$ cat src/rtl/fp_accumulator.sv
// fp_accumulator
//   Sequential floating-point accumulator placed after floating_point_mul.
//   Sums a stream of operands into a running total and presents the total
//   when the operand flagged last has been added. Format is sign|exp|mant
//   with a hidden leading 1, no denormals and truncation instead of rounding.
//   Each operand takes IDLE -> ALIGN -> ADD -> NORM (4 cycles).
// Ports:
//   clk, reset          rising-edge clock, asynchronous active-high reset
//   product_in          operand to add
//   in_valid, in_last   operand valid / operand closes the current sum
//   in_ready            operand can be accepted (only in IDLE)
//   sum_out, out_valid  completed sum, held while out_valid is high
//   out_ready           consumer accepts sum_out
module fp_accumulator #(
  parameter int DATA_WIDTH = 32,
  parameter int E          = 8,
  parameter int M          = 23
) (
  input  logic                  clk,
  input  logic                  reset,
  input  logic [DATA_WIDTH-1:0] product_in,
  input  logic                  in_valid,
  input  logic                  in_last,
  output logic                  in_ready,
  output logic [DATA_WIDTH-1:0] sum_out,
  output logic                  out_valid,
  input  logic                  out_ready
);

  localparam int BIAS = 2**(E-1) - 1;
  localparam int MW   = M + 2;
  localparam int LZW  = $clog2(M + 2);
  localparam logic [E-1:0] EXP_SAT  = E'(2 * BIAS);
  localparam logic [E-1:0] SH_LIMIT = E'(M + 2);
  localparam logic [E+1:0] EXP_ONES = (E+2)'(2**E - 1);

  typedef enum logic [2:0] {IDLE, ALIGN, ADD, NORM, OUT} state_t;
  state_t state, state_nx;

  logic [DATA_WIDTH-1:0] acc, b_reg, sum_reg;
  logic                  last_flag, out_valid_reg;
  logic                  x_sign, op_sub;
  logic [E-1:0]          x_exp;
  logic [MW-1:0]         x_mant, y_mant, sum_mant;

  // Alignment: larger magnitude becomes X. Comparing the exponent|mantissa
  // bits as one unsigned number orders by exponent first, then mantissa.
  logic                  swap;
  logic [DATA_WIDTH-1:0] xw, yw;
  logic [E-1:0]          exp_diff;
  logic [MW-1:0]         xm_c, ym_c, ym_sh;

  always_comb begin
    swap     = b_reg[DATA_WIDTH-2:0] > acc[DATA_WIDTH-2:0];
    xw       = swap ? b_reg : acc;
    yw       = swap ? acc : b_reg;
    xm_c     = (xw[DATA_WIDTH-2:0] == '0) ? '0 : {2'b01, xw[M-1:0]};
    ym_c     = (yw[DATA_WIDTH-2:0] == '0) ? '0 : {2'b01, yw[M-1:0]};
    exp_diff = xw[DATA_WIDTH-2:M] - yw[DATA_WIDTH-2:M];
    ym_sh    = (exp_diff >= SH_LIMIT) ? '0 : (ym_c >> exp_diff);
  end

  // Normalisation: carry -> shift right once; otherwise single-cycle left
  // shift by the leading-zero count of bits [M:0].
  logic [LZW-1:0]        lz;
  logic                  found;
  logic [M-1:0]          norm_frac;
  logic [E+1:0]          new_exp;
  logic [DATA_WIDTH-1:0] result;

  always_comb begin
    lz    = '0;
    found = 1'b0;
    for (int unsigned i = 0; i <= M; i++) begin
      if (!found && sum_mant[M-i]) begin
        lz    = LZW'(i);
        found = 1'b1;
      end
    end

    if (sum_mant[MW-1]) begin
      norm_frac = sum_mant[M:1];
      new_exp   = {2'b00, x_exp} + (E+2)'(1);
    end else begin
      norm_frac = M'(sum_mant << lz);
      new_exp   = {2'b00, x_exp} - (E+2)'(lz);
    end

    if (sum_mant == '0)
      result = '0;
    else if (!sum_mant[MW-1] && ({2'b00, x_exp} <= (E+2)'(lz)))
      result = '0;
    else if (new_exp >= EXP_ONES)
      result = {x_sign, EXP_SAT, {M{1'b1}}};
    else
      result = {x_sign, new_exp[E-1:0], norm_frac};
  end

  always_ff @(posedge clk or posedge reset) begin
    if (reset) state <= IDLE;
    else       state <= state_nx;
  end

  always_comb begin
    state_nx = state;
    case (state)
      IDLE:    if (in_valid) state_nx = ALIGN;
      ALIGN:   state_nx = ADD;
      ADD:     state_nx = NORM;
      NORM:    state_nx = last_flag ? OUT : IDLE;
      OUT:     if (out_ready) state_nx = IDLE;
      default: state_nx = IDLE;
    endcase
  end

  always_ff @(posedge clk or posedge reset) begin
    if (reset) begin
      acc           <= '0;
      b_reg         <= '0;
      sum_reg       <= '0;
      last_flag     <= 1'b0;
      out_valid_reg <= 1'b0;
      x_sign        <= 1'b0;
      op_sub        <= 1'b0;
      x_exp         <= '0;
      x_mant        <= '0;
      y_mant        <= '0;
      sum_mant      <= '0;
    end else begin
      case (state)
        IDLE: if (in_valid) begin
          b_reg     <= product_in;
          last_flag <= in_last;
        end
        ALIGN: begin
          x_sign <= xw[DATA_WIDTH-1];
          x_exp  <= xw[DATA_WIDTH-2:M];
          x_mant <= xm_c;
          y_mant <= ym_sh;
          op_sub <= xw[DATA_WIDTH-1] ^ yw[DATA_WIDTH-1];
        end
        ADD: sum_mant <= op_sub ? (x_mant - y_mant) : (x_mant + y_mant);
        NORM: begin
          acc <= result;
          if (last_flag) begin
            sum_reg       <= result;
            out_valid_reg <= 1'b1;
          end
        end
        OUT: if (out_ready) begin
          acc           <= '0;
          out_valid_reg <= 1'b0;
        end
        default: ;
      endcase
    end
  end

  assign in_ready  = (state == IDLE);
  assign out_valid = out_valid_reg;
  assign sum_out   = sum_reg;

endmodule

$ cat config.mk
export PLATFORM = sky130hd
export DESIGN_NAME = fp_accumulator
export DESIGN_NICKNAME = d
export VERILOG_FILES = /design/src/rtl/fp_accumulator.sv
export SDC_FILE = /design/constraint.sdc
export NUM_CORES = 1
export LEC_CHECK = 0
export ABC_CLOCK_PERIOD_IN_PS = 8960
export CAP_MARGIN = 40
export CORE_AREA = 2 2 200 202
export CTS_BUF_LIST = sky130_fd_sc_hd__clkbuf_4
export CTS_CLUSTER_DIAMETER = 120
export DETAILED_ROUTE_END_ITERATION = 6
export DIE_AREA = 0 0 202 204
export GPL_TIMING_DRIVEN = 0
export PLACE_DENSITY = 0.58
export RECOVER_POWER = 25
export SLEW_MARGIN = 20
export SYNTH_ARGS = -nofsm -noshare
export SYNTH_HDL_FRONTEND = slang
export SYNTH_SLANG_ARGS = --single-unit
$ cat constraint.sdc
create_clock -name clk -period 8.96 [get_ports clk]
set_clock_uncertainty 0.15 [all_clocks]
set_input_delay 2.688 -clock clk [delete_from_list [all_inputs] [get_ports clk]]
set_output_delay 2.688 -clock clk [all_outputs]
set_load 0.02 [all_outputs]
==> out/qor.csv, run 1 <==
metric,value,unit
Remaining DRCs,0,
CTS Root Cell,clkbuf_4,
dominant cells by area after synthesis,"dfrtp_1 (33%), mux2i_1 (8.6%), ha_1 (5.8%), nand2_1 (5.6%), o21ai_0 (4.6%)",
FMAX,142,MHz
CTS H-tree depth,4,
routed wire length,49900,um
synth warn,0,
largest area contributor in the netlist,dfrtp_1,
1st-iter DRT viols,1010,
number of buffers added on ports,70,
clock transition at the registers of the reported paths,200,ps
Worst EP required,9400,ps
DR vias/cell,5.76,
CP Buf/Inv Count,7,
routability cong.,0.940,
num ports,71,
first-pass GRT wire length,76400,um
dpl hpwl,39400,um
Worst Setup Start Kind,register,
syn_nets,1708,
Final Max Slew Viols,0,
Final Instance Count excl. Fillers,2242,
prevailing post-synth register cell,dfrtp_1,
Sink Count,184,
Cell Rows,73,
CP cell instances,clkbuf_1 -> nor4_1 -> nand3_1 -> nor3_1 -> a211o_1 -> buf_2 -> clkinv_1 -> clkbuf_1 -> ha_1 -> a21o_1 -> a21oi_1 -> o21ai_0 -> mux2i_1 -> xnor2_1 -> o41ai_1 -> buf_2 -> clkbuf_1 -> clkbuf_1 -> a221oi_1 -> o31ai_1,
Netlist cell types,93,
reg2reg setup slack,1930,ps
"Seq/Total Area, Yosys",33.1,%
final setup violation count,0,
max incr delay on CP,580,ps
most frequent cell on the critical path,clkbuf_1,
Layout area overhead,13.0,%
initial antenna violation count,2,
Synth top area share,33.1,%
"most common cell after layout, fill and taps aside",nand2_1,
worst r2r path cells,20,
Max Cap Viol,0,
ys async rst share,100,%
most frequent cells in the layout,"nand2_1 (208), dfrtp_1 (184), o21ai_0 (128)",
Antenna Nets Post-Route,0,
Worst Tran Pin Value,867,ps
GRT Resource Usage Total,24.3,%
Hold WC Path Type,reg -> reg,
Die Wd,202,um
Setup crit end kind,register,
Starting Density,35.5,%
kind of critical path,reg -> reg,
Placed Instances,2206,
Clock Path Buffers,2,
syn_area_per_cell,8.67,um^2
TritonCTS clock tree,yes,
core area,39200,um^2
"Cell Area, Synth",13900,um^2
via count of the routed design,12900,
post-route cell area,15700,um^2
post-CTS sizing,0,
DIE AREA,41200,um^2
die height,204,um
Hold Buf Count CTS,0,
WL/cell,22.3,um
crit-path leading delay family,buffers and inverters,
WP data arrival,7480,ps
Overflow after GRT,0,
CP max FO,10,
slowest cell on the critical path,nor4_1,
drt first pass iters,5,
largest net degree at the start of global routing,105,
"Clk Latency, worst-skew pair",710,ps
number of synthesized register bits,184,
Post-synth EDFFs,0,
Area after DPL,15400,um^2
Final Hold Vio Count,0,
RSZ-0062 raised after global routing,no,
WHS Path Cells,2,
setup bufs post-CTS,0,
share of cells above drive strength 1,9.46,%
CP Depth,20,
Final period util,78.5,%
fin nets,1803,
Post-Syn Instances,1605,
Num CTS Buffers,17,
vias in the first global route,12400,
status,"finished, final reports clean",
min Tclk post-route,7030,ps
Slew HR,42.0,%
## worst paths after layout
path | to | from
setup / recovery | sum_out[9] | sum_mant[15]
max in group asynchronous | y_mant[4] | reset
hold reg to reg | sum_out[3] | sum_out[3]
hold / removal | sum_out[3] | sum_out[3]
setup reg to reg | sum_out[9] | sum_mant[15]
min in group asynchronous | sum_out[1] | reset
## cell usage after synthesis (all sizes together) (6+ instances only)
cell type    n
nand2      210
dfrtp      184
o21ai      132
mux2i      119
nor2       111
a21oi       85
clkbuf      78
ha          64
inv         64
mux2        53
nand3       37
nor3        37
xnor2       34
nor4        32
buf         26
a211oi      25
o31ai       24
a22o        22
xor2        21
a31oi       20
and3        17
nand4       17
a221oi      13
a21o        11
and2        11
nand2b      11
o21a        10
a32o         9
nor2b        9
a221o        8
or2          8
or3          8
a211o        7
mux4         7
o211ai       7
o22ai        7
a31o         6
## worst min-delay path: cells and delay by family, from the launching register on
family / cells / cell delay [ps]
flops: 1 / 380
compound gates: 1 / 50
simple gates: 1 / 50
## routing by layer
metal  up-vias  routed length (um)  track usage [%]
met5         -                   0                0
met2       437               22800             38.8
li1       6079                   -                -
met3        67                2810             3.81
met4         0                1130             7.33
met1      6337               23200             33.9
## through the flow
stage / utilization, % / setup slack (ps) / setup TNS, ps / hold WS [ps]
after floorplan: - / 1120 / 0 / 304
after global placement: 39.0 / -1410 / -253560 / 319
after detailed placement: 39.3 / 2250 / 0 / 325
after CTS: 40.2 / 2180 / 0 / 365
after global routing: 40.2 / 1460 / 0 / 388
final: 40.2 / 1930 / 0 / 357
## cell type report
type	count	area, um^2
Antenna cell	4	10.0
Fill cell	3987	23400
Clock buffer	17	128
Buffer	104	437
Inverter	66	249
Tap cell	525	657
Clock inverter	15	223
Sequential cell	184	4600
Multi-Input combinational cell	1251	8650
Timing Repair Buffer	76	785
## cell families after synthesis
logic type      count (synthesis)  share of synthesized area (%)
mux                           179                           14.0
flops                         184                           33.1
compound gates                431                           20.7
fa+ha+maj                      66                           6.04
simple gates                  520                           17.8
buf+inv                       170                           4.92
xor+xnor                       55                           3.51
Power of run 1 is not shown: default switching activity piles up to over one toggle a cycle in this logic, so the estimate is an artifact.
==> inputs of run 2 (changes only) <==
--- a/config.mk
+++ b/config.mk
@@ -5,7 +5,7 @@
 export SDC_FILE = /design/constraint.sdc
 export NUM_CORES = 1
 export LEC_CHECK = 0
-export ABC_CLOCK_PERIOD_IN_PS = 8960
+export ABC_CLOCK_PERIOD_IN_PS = 6300
 export CAP_MARGIN = 40
 export CORE_AREA = 2 2 200 202
 export CTS_BUF_LIST = sky130_fd_sc_hd__clkbuf_4
@@ -13,7 +13,7 @@
 export DETAILED_ROUTE_END_ITERATION = 6
 export DIE_AREA = 0 0 202 204
 export GPL_TIMING_DRIVEN = 0
-export PLACE_DENSITY = 0.58
+export PLACE_DENSITY = 0.6
 export RECOVER_POWER = 25
 export SLEW_MARGIN = 20
 export SYNTH_ARGS = -nofsm -noshare
==> constraint.sdc (replaced) <==
create_clock -name clk -period 6.3 [get_ports clk]
set_clock_uncertainty 0.15 [all_clocks]
set_input_delay 1.89 -clock clk [delete_from_list [all_inputs] [get_ports clk]]
set_output_delay 1.89 -clock clk [all_outputs]
set_load 0.02 [all_outputs]
==> run 2 against run 1 <==
Effect of this change:
- cell area grew 0.22%
- worst hold slack lost 8.7 ps
- fmax grew 18%
- global-route usage shrank 0.58 points
- sequential cell count is the same
- non-clock buffer count shrank 2
- sequential share of layout area shrank 0.057 points
- the flow now finishes with violations (max-capacitance violations, max-slew violations)
- die area is the same
- setup slack lost 1600 ps
- first-iteration DRC count grew 29%
- register-to-register slack lost 1600 ps
- via count grew 2.0%
==> out/qor.csv, run 2 (synthesized netlist as in run 1, its figures left out) <==
metric,value,unit,change
status,"finished, violations left",,"was finished, final reports clean"
violated checks,"max-capacitance violations, max-slew violations",,
hold_ws,348,ps,was 357 ps
Starting Density,35.5,%,unchanged
DIE AREA,41200,um^2,unchanged
most frequent cell on the critical path,buf_2,,was clkbuf_1
Hold Buf Count CTS,0,,unchanged
initial antenna violation count,1,,was 2
Setup crit end kind,register,,unchanged
HP Start,sum_out[2],,was sum_out[3]
Sink Count,184,,unchanged
CTS H-tree depth,4,,unchanged
Overflow after GRT,0,,unchanged
Worst EP required,6640,ps,was 9400 ps
DR vias/cell,5.89,,was 5.76
dpl hpwl,38600,um,was 39400 um
kind of critical path,reg -> reg,,unchanged
reg2reg end,acc[9],,was sum_out[9]
CP max FO,10,,unchanged
FMAX,167,MHz,was 142 MHz
core area,39200,um^2,unchanged
CTS Root Cell,clkbuf_4,,unchanged
reg2reg setup slack,320,ps,was 1930 ps
crit-path leading delay family,compound AO/OA/AOI/OAI gates,,was buffers and inverters
Num CTS Buffers,17,,unchanged
die height,204,um,unchanged
routed wire length,49000,um,was 49900 um
CP Buf/Inv Count,6,,was 7
Layout area overhead,13.3,%,was 13.0%
final setup violation count,0,,unchanged
share of cells above drive strength 1,10.5,%,was 9.46%
first-pass GRT wire length,75100,um,was 76400 um
Cell Rows,73,,unchanged
setup_tns,0,ps,unchanged
"most common cell after layout, fill and taps aside",nand2_1,,unchanged
drt first pass iters,6,,was 5
Die Wd,202,um,unchanged
max incr delay on CP,630,ps,was 580 ps
fin nets,1801,,was 1803
clock transition at the registers of the reported paths,170,ps,was 200 ps
WHS Endpoint,sum_out[2],,was sum_out[3]
WL/cell,21.9,um,was 22.3 um
RR Startpoint,sum_mant[14],,was sum_mant[15]
Clock Path Buffers,2,,unchanged
worst r2r path cells,19,,was 20
vias in the first global route,12400,,about the same
Final Max Slew Viols,97,,was 0
Remaining DRCs,0,,unchanged
Hold WC Path Type,reg -> reg,,unchanged
1st-iter DRT viols,1305,,was 1010
Final period util,95.0,%,was 78.5%
Slew HR,-24.3,%,was 42.0%
Worst Setup Start Kind,register,,unchanged
TritonCTS clock tree,yes,,unchanged
most frequent cells in the layout,"nand2_1 (208), dfrtp_1 (183), o21ai_0 (124)",,"was nand2_1 (208), dfrtp_1 (184), o21ai_0 (128)"
Worst Tran Pin Value,1860,ps,was 867 ps
GRT Resource Usage Total,23.7,%,was 24.3%
Final Hold Vio Count,0,,unchanged
CP cell instances,nor4_4 -> nand3_1 -> nor3_4 -> a211o_1 -> buf_2 -> clkinvlp_4 -> clkbuf_2 -> ha_1 -> o21ai_0 -> a21boi_0 -> o21ai_0 -> a21oi_1 -> mux2i_1 -> o41ai_1 -> buf_2 -> clkbuf_2 -> buf_2 -> a221oi_1 -> o31ai_1,,was clkbuf_1 -> nor4_1 -> nand3_1 -> nor3_1 -> a211o_1 -> buf_2 -> clkinv_1 -> clkbuf_1 -> ha_1 -> a21o_1 -> a21oi_1 -> o21ai_0 -> mux2i_1 -> xnor2_1 -> o41ai_1 -> buf_2 -> clkbuf_1 -> clkbuf_1 -> a221oi_1 -> o31ai_1
slowest cell on the critical path,dfrtp_1,,was nor4_1
Antenna Nets Post-Route,0,,unchanged
WP data arrival,6320,ps,was 7480 ps
via count of the routed design,13200,,was 12900
WHS Path Cells,2,,unchanged
num ports,71,,unchanged
"Clk Latency, worst-skew pair",650,ps,was 710 ps
min Tclk post-route,5980,ps,was 7030 ps
routability cong.,0.951,,was 0.940
largest net degree at the start of global routing,36,,was 105
Max Cap Viol,3,,was 0
number of buffers added on ports,70,,unchanged
run 2: changes by cell type in the layout (fill, tap and decap cells not counted), sizes merged, moves of 2 or more:
cell	before	now
diode	4	2
inv	72	69
clkbuf	96	94
bufinv	0	2
run 2: worst min-delay path, stage by stage, from the launching register on:
cell	delay [ps]
dfrtp_1	370
nand2_1	40
o21ai_0	60
run 2: cell type report:
type | count | area (um^2)
Fill cell | 3958 | 23400
Buffer | 98 | 427
Sequential cell | 184 | 4610
Tap cell | 525 | 657
Clock inverter | 15 | 183
Inverter | 66 | 255
Antenna cell | 2 | 5.00
Multi-Input combinational cell | 1251 | 8720
Clock buffer | 17 | 128
Timing Repair Buffer | 80 | 791
run 2: layer usage:
layer / wire [um] / part of all wire, % / GRT usage [%] / vias to the layer above
met4: 1830 / 3.7 / 8.59 / 0
met1: 21700 / 44 / 32.4 / 6416
met5: 0 / 0 / 0 / -
li1: - / - / - / 6069
met2: 22000 / 45 / 37.7 / 571
met3: 3500 / 7.1 / 4.18 / 120
run 2: metrics by stage:
| stage | cell area, um^2 | util (%) | setup WS [ps] | instances |
|---|---|---|---|---|
| after global routing | 15800 | 40.3 | -2.68 | 2238 |
| after detailed placement | 15400 | 39.3 | -445 | 2209 |
| final | 15800 | 40.3 | 315 | 2238 |
| after floorplan | 13900 | - | 1040 | 1605 |
| after global placement | 15300 | 39.0 | -852 | 2200 |
| after CTS | 15800 | 40.2 | 6.14 | 2240 |
run 2: how the worst max path moves through the flow:
stage                 startpoint         end  slack [ps]  cells past startpoint
global placement    sum_mant[14]      acc[8]        -850                     21
global route             acc[25]   y_mant[4]          -3                     23
floorplan           sum_mant[14]  sum_out[8]        1040                     24
finish              sum_mant[14]      acc[9]         320                     19
detailed placement  sum_mant[14]  sum_out[9]        -440                     20
CTS                 sum_mant[14]  sum_out[8]           6                     25
run 2: repair_timing:
action / CTS / global route
setup endpoints to repair: 44 / 71
gates resized for setup: 9 / 29
setup buffers: 0 / 0
Power of run 2 is left out for the same reason.
==> inputs of run 3 (changes only) <==
--- a/config.mk
+++ b/config.mk
@@ -7,13 +7,13 @@
 export LEC_CHECK = 0
 export ABC_CLOCK_PERIOD_IN_PS = 6300
 export CAP_MARGIN = 40
-export CORE_AREA = 2 2 200 202
+export CORE_AREA = 2 2 160 162
 export CTS_BUF_LIST = sky130_fd_sc_hd__clkbuf_4
 export CTS_CLUSTER_DIAMETER = 120
 export DETAILED_ROUTE_END_ITERATION = 6
-export DIE_AREA = 0 0 202 204
+export DIE_AREA = 0 0 162 164
 export GPL_TIMING_DRIVEN = 0
-export PLACE_DENSITY = 0.6
+export PLACE_DENSITY = 0.84
 export RECOVER_POWER = 25
 export SLEW_MARGIN = 20
 export SYNTH_ARGS = -nofsm -noshare
==> run 3 against run 2 <==
Effect of this change:
- the run still ends with max-capacitance violations, max-slew violations left
- via count increased by 3.1%
- clock-buffer cell count up 1
- core utilization grew 22 points
- worst hold slack better by 5.2 ps
- critical path depth is 3 higher
- critical endpoint is now y_mant[13]
- largest cell class unchanged
==> out/qor.csv, run 3 (synthesized netlist as in run 1, its figures left out) <==
metric,value,unit,change
status,"finished, violations left",,unchanged
violated checks,"max-capacitance violations, max-slew violations",,unchanged
Setup crit end kind,register,,unchanged
Layout area overhead,11.4,%,was 13.3%
Die Wd,162,um,was 202 um
Hold WC Path Type,reg -> reg,,unchanged
worst setup path startpoint,acc[23],,was sum_mant[14]
Clock Path Buffers,2,,unchanged
Cell Rows,58,,was 73
GRT Resource Usage Total,35.4,%,was 23.7%
number of buffers added on ports,70,,unchanged
Final period util,96.3,%,was 95.0%
Layout fillers,2162,,was 3958
slowest cell on the critical path,dfrtp_1,,unchanged
drt first pass iters,5,,was 6
crit-path leading delay family,buffers and inverters,,was compound AO/OA/AOI/OAI gates
RSZ-0062 raised after global routing,no,,
WL/cell,22.8,um,was 21.9 um
core area,24800,um^2,was 39200 um^2
"Clk Latency, worst-skew pair",610,ps,was 650 ps
Final Max Slew Viols,72,,was 97
fin nets,1803,,was 1801
"most common cell after layout, fill and taps aside",nand2_1,,unchanged
Area after DPL,15200,um^2,was 15400 um^2
worst r2r path cells,22,,was 19
routability cong.,1.02,,was 0.951
hold_ws,353,ps,was 348 ps
share of cells above drive strength 1,10.2,%,was 10.5%
CTS Root Cell,clkbuf_4,,unchanged
CP Buf/Inv Count,7,,was 6
Max Cap Viol,2,,was 3
final core occ,62.5,%,was 40.3%
WP data arrival,6480,ps,was 6320 ps
num ports,71,,unchanged
Num CTS Buffers,17,,unchanged
FMAX,165,MHz,was 167 MHz
Antenna Nets Post-Route,0,,unchanged
Multi-input gate area,8720,um^2,about the same
CTS H-tree depth,4,,unchanged
clock transition at the registers of the reported paths,180,ps,was 170 ps
first-pass GRT wire length,72600,um,was 75100 um
dpl hpwl,36400,um,was 38600 um
reg2reg end,y_mant[13],,was acc[9]
1st-iter DRT viols,1628,,was 1305
most frequent cells in the layout,"nand2_1 (208), dfrtp_1 (184), o21ai_0 (125)",,"was nand2_1 (208), dfrtp_1 (183), o21ai_0 (124)"
via count of the routed design,13600,,was 13200
DR vias/cell,6.64,,was 5.89
max incr delay on CP,550,ps,was 630 ps
Starting Density,56.1,%,was 35.5%
routed wire length,46600,um,was 49000 um
CP cell instances,inv_1 -> ha_1 -> clkbuf_1 -> nand3_1 -> nor3_4 -> nand3_2 -> nand2_2 -> a2bb2oi_2 -> clkbuf_4 -> buf_4 -> clkbuf_2 -> nor3_1 -> nor2_1 -> ha_1 -> nor2_1 -> o21ai_0 -> and3_1 -> buf_2 -> clkbuf_2 -> o221ai_1 -> o21ai_1 -> a22o_1,,was nor4_4 -> nand3_1 -> nor3_4 -> a211o_1 -> buf_2 -> clkinvlp_4 -> clkbuf_2 -> ha_1 -> o21ai_0 -> a21boi_0 -> o21ai_0 -> a21oi_1 -> mux2i_1 -> o41ai_1 -> buf_2 -> clkbuf_2 -> buf_2 -> a221oi_1 -> o31ai_1
DIE AREA,26600,um^2,was 41200 um^2
Final Hold Vio Count,0,,unchanged
Final Instance Count excl. Fillers,2044,,was 2238
Remaining DRCs,0,,unchanged
Sink Count,184,,unchanged
HP Start,sum_out[12],,was sum_out[2]
RR Startpoint,acc[23],,was sum_mant[14]
CP max FO,10,,unchanged
Slew HR,-30.1,%,was -24.3%
kind of critical path,reg -> reg,,unchanged
Register Area,4600,um^2,was 4610 um^2
WHS Endpoint,sum_out[12],,was sum_out[2]
min Tclk post-route,6070,ps,was 5980 ps
vias in the first global route,12700,,was 12400
Overflow after GRT,0,,unchanged
initial antenna violation count,1,,unchanged
Worst Setup Start Kind,register,,unchanged
setup bufs post-CTS,0,,unchanged
reg2reg setup slack,230,ps,was 320 ps
WHS Path Cells,2,,unchanged
Worst Tran Pin Value,1950,ps,was 1860 ps
Worst EP required,6710,ps,was 6640 ps
die height,164,um,was 204 um
post-route cell area,15500,um^2,was 15800 um^2
TritonCTS clock tree,yes,,unchanged
Placed Instances,2013,,was 2209
largest net degree at the start of global routing,37,,was 36
final setup violation count,0,,unchanged
[run 3: changes by cell type in the layout (fill, tap and decap cells not counted), sizes merged]
cell and change:
clkbuf +6, clkinv -1, diode -1, dlymetal6s4s -1, bufinv -1, inv +1
buf -2
[run 3: worst max path at each step]
stage,to,cells after the start
floorplan,sum_out[8],24
global placement,sum_out[8],21
detailed placement,sum_out[8],21
CTS,acc[8],24
global route,y_mant[13],22
finish,y_mant[13],22
[run 3: area by class of cell]
class | count | share of cell area [%]
Tap cell | 330 | 2.66
Antenna cell | 1 | 0.0161
Inverter | 66 | 1.61
Sequential cell | 184 | 29.7
Timing Repair Buffer | 78 | 4.95
Buffer | 102 | 2.86
Clock buffer | 18 | 0.871
Clock inverter | 14 | 1.11
Multi-Input combinational cell | 1251 | 56.2
[run 3: what timing repair did]
item                                    in CTS  in global routing
hold buffers                                 0                  0
pin swaps                                    0                  1
gates resized for setup                      8                 24
endpoints found under the setup margin      51                 71
gates cloned                                 0                  0
[run 3: metal layers]
metal  routed length (um)  track usage, %
met5                    0               0
met4                 1460            11.9
met3                 4250            6.31
met2                21300            56.5
met1                19600            49.0
[run 3: per-stage QoR]
stage | setup TNS, ps | worst slack (ps)
6_report | 0 | 233
3_3_place_gp | -9960 | -556
2_1_floorplan | 0 | 1040
5_1_grt | 0 | 2.76
4_1_cts | 0 | 0.0777
3_5_place_dp | -15780 | -678
[run 3: worst register-to-register path, stage by stage (launching register included)]
cell and delay, ps:
dfrtp_1 550, inv_1 150, ha_1 300, clkbuf_1 330
nand3_1 210, nor3_4 280, nand3_2 190, nand2_2 170
a2bb2oi_2 340, clkbuf_4 350, buf_4 220, clkbuf_2 260
nor3_1 70, nor2_1 210, ha_1 280, nor2_1 70
o21ai_0 260, and3_1 200, buf_2 240, clkbuf_2 300
o221ai_1 330, o21ai_1 410, a22o_1 180
Power of run 3 is left out for the same reason.
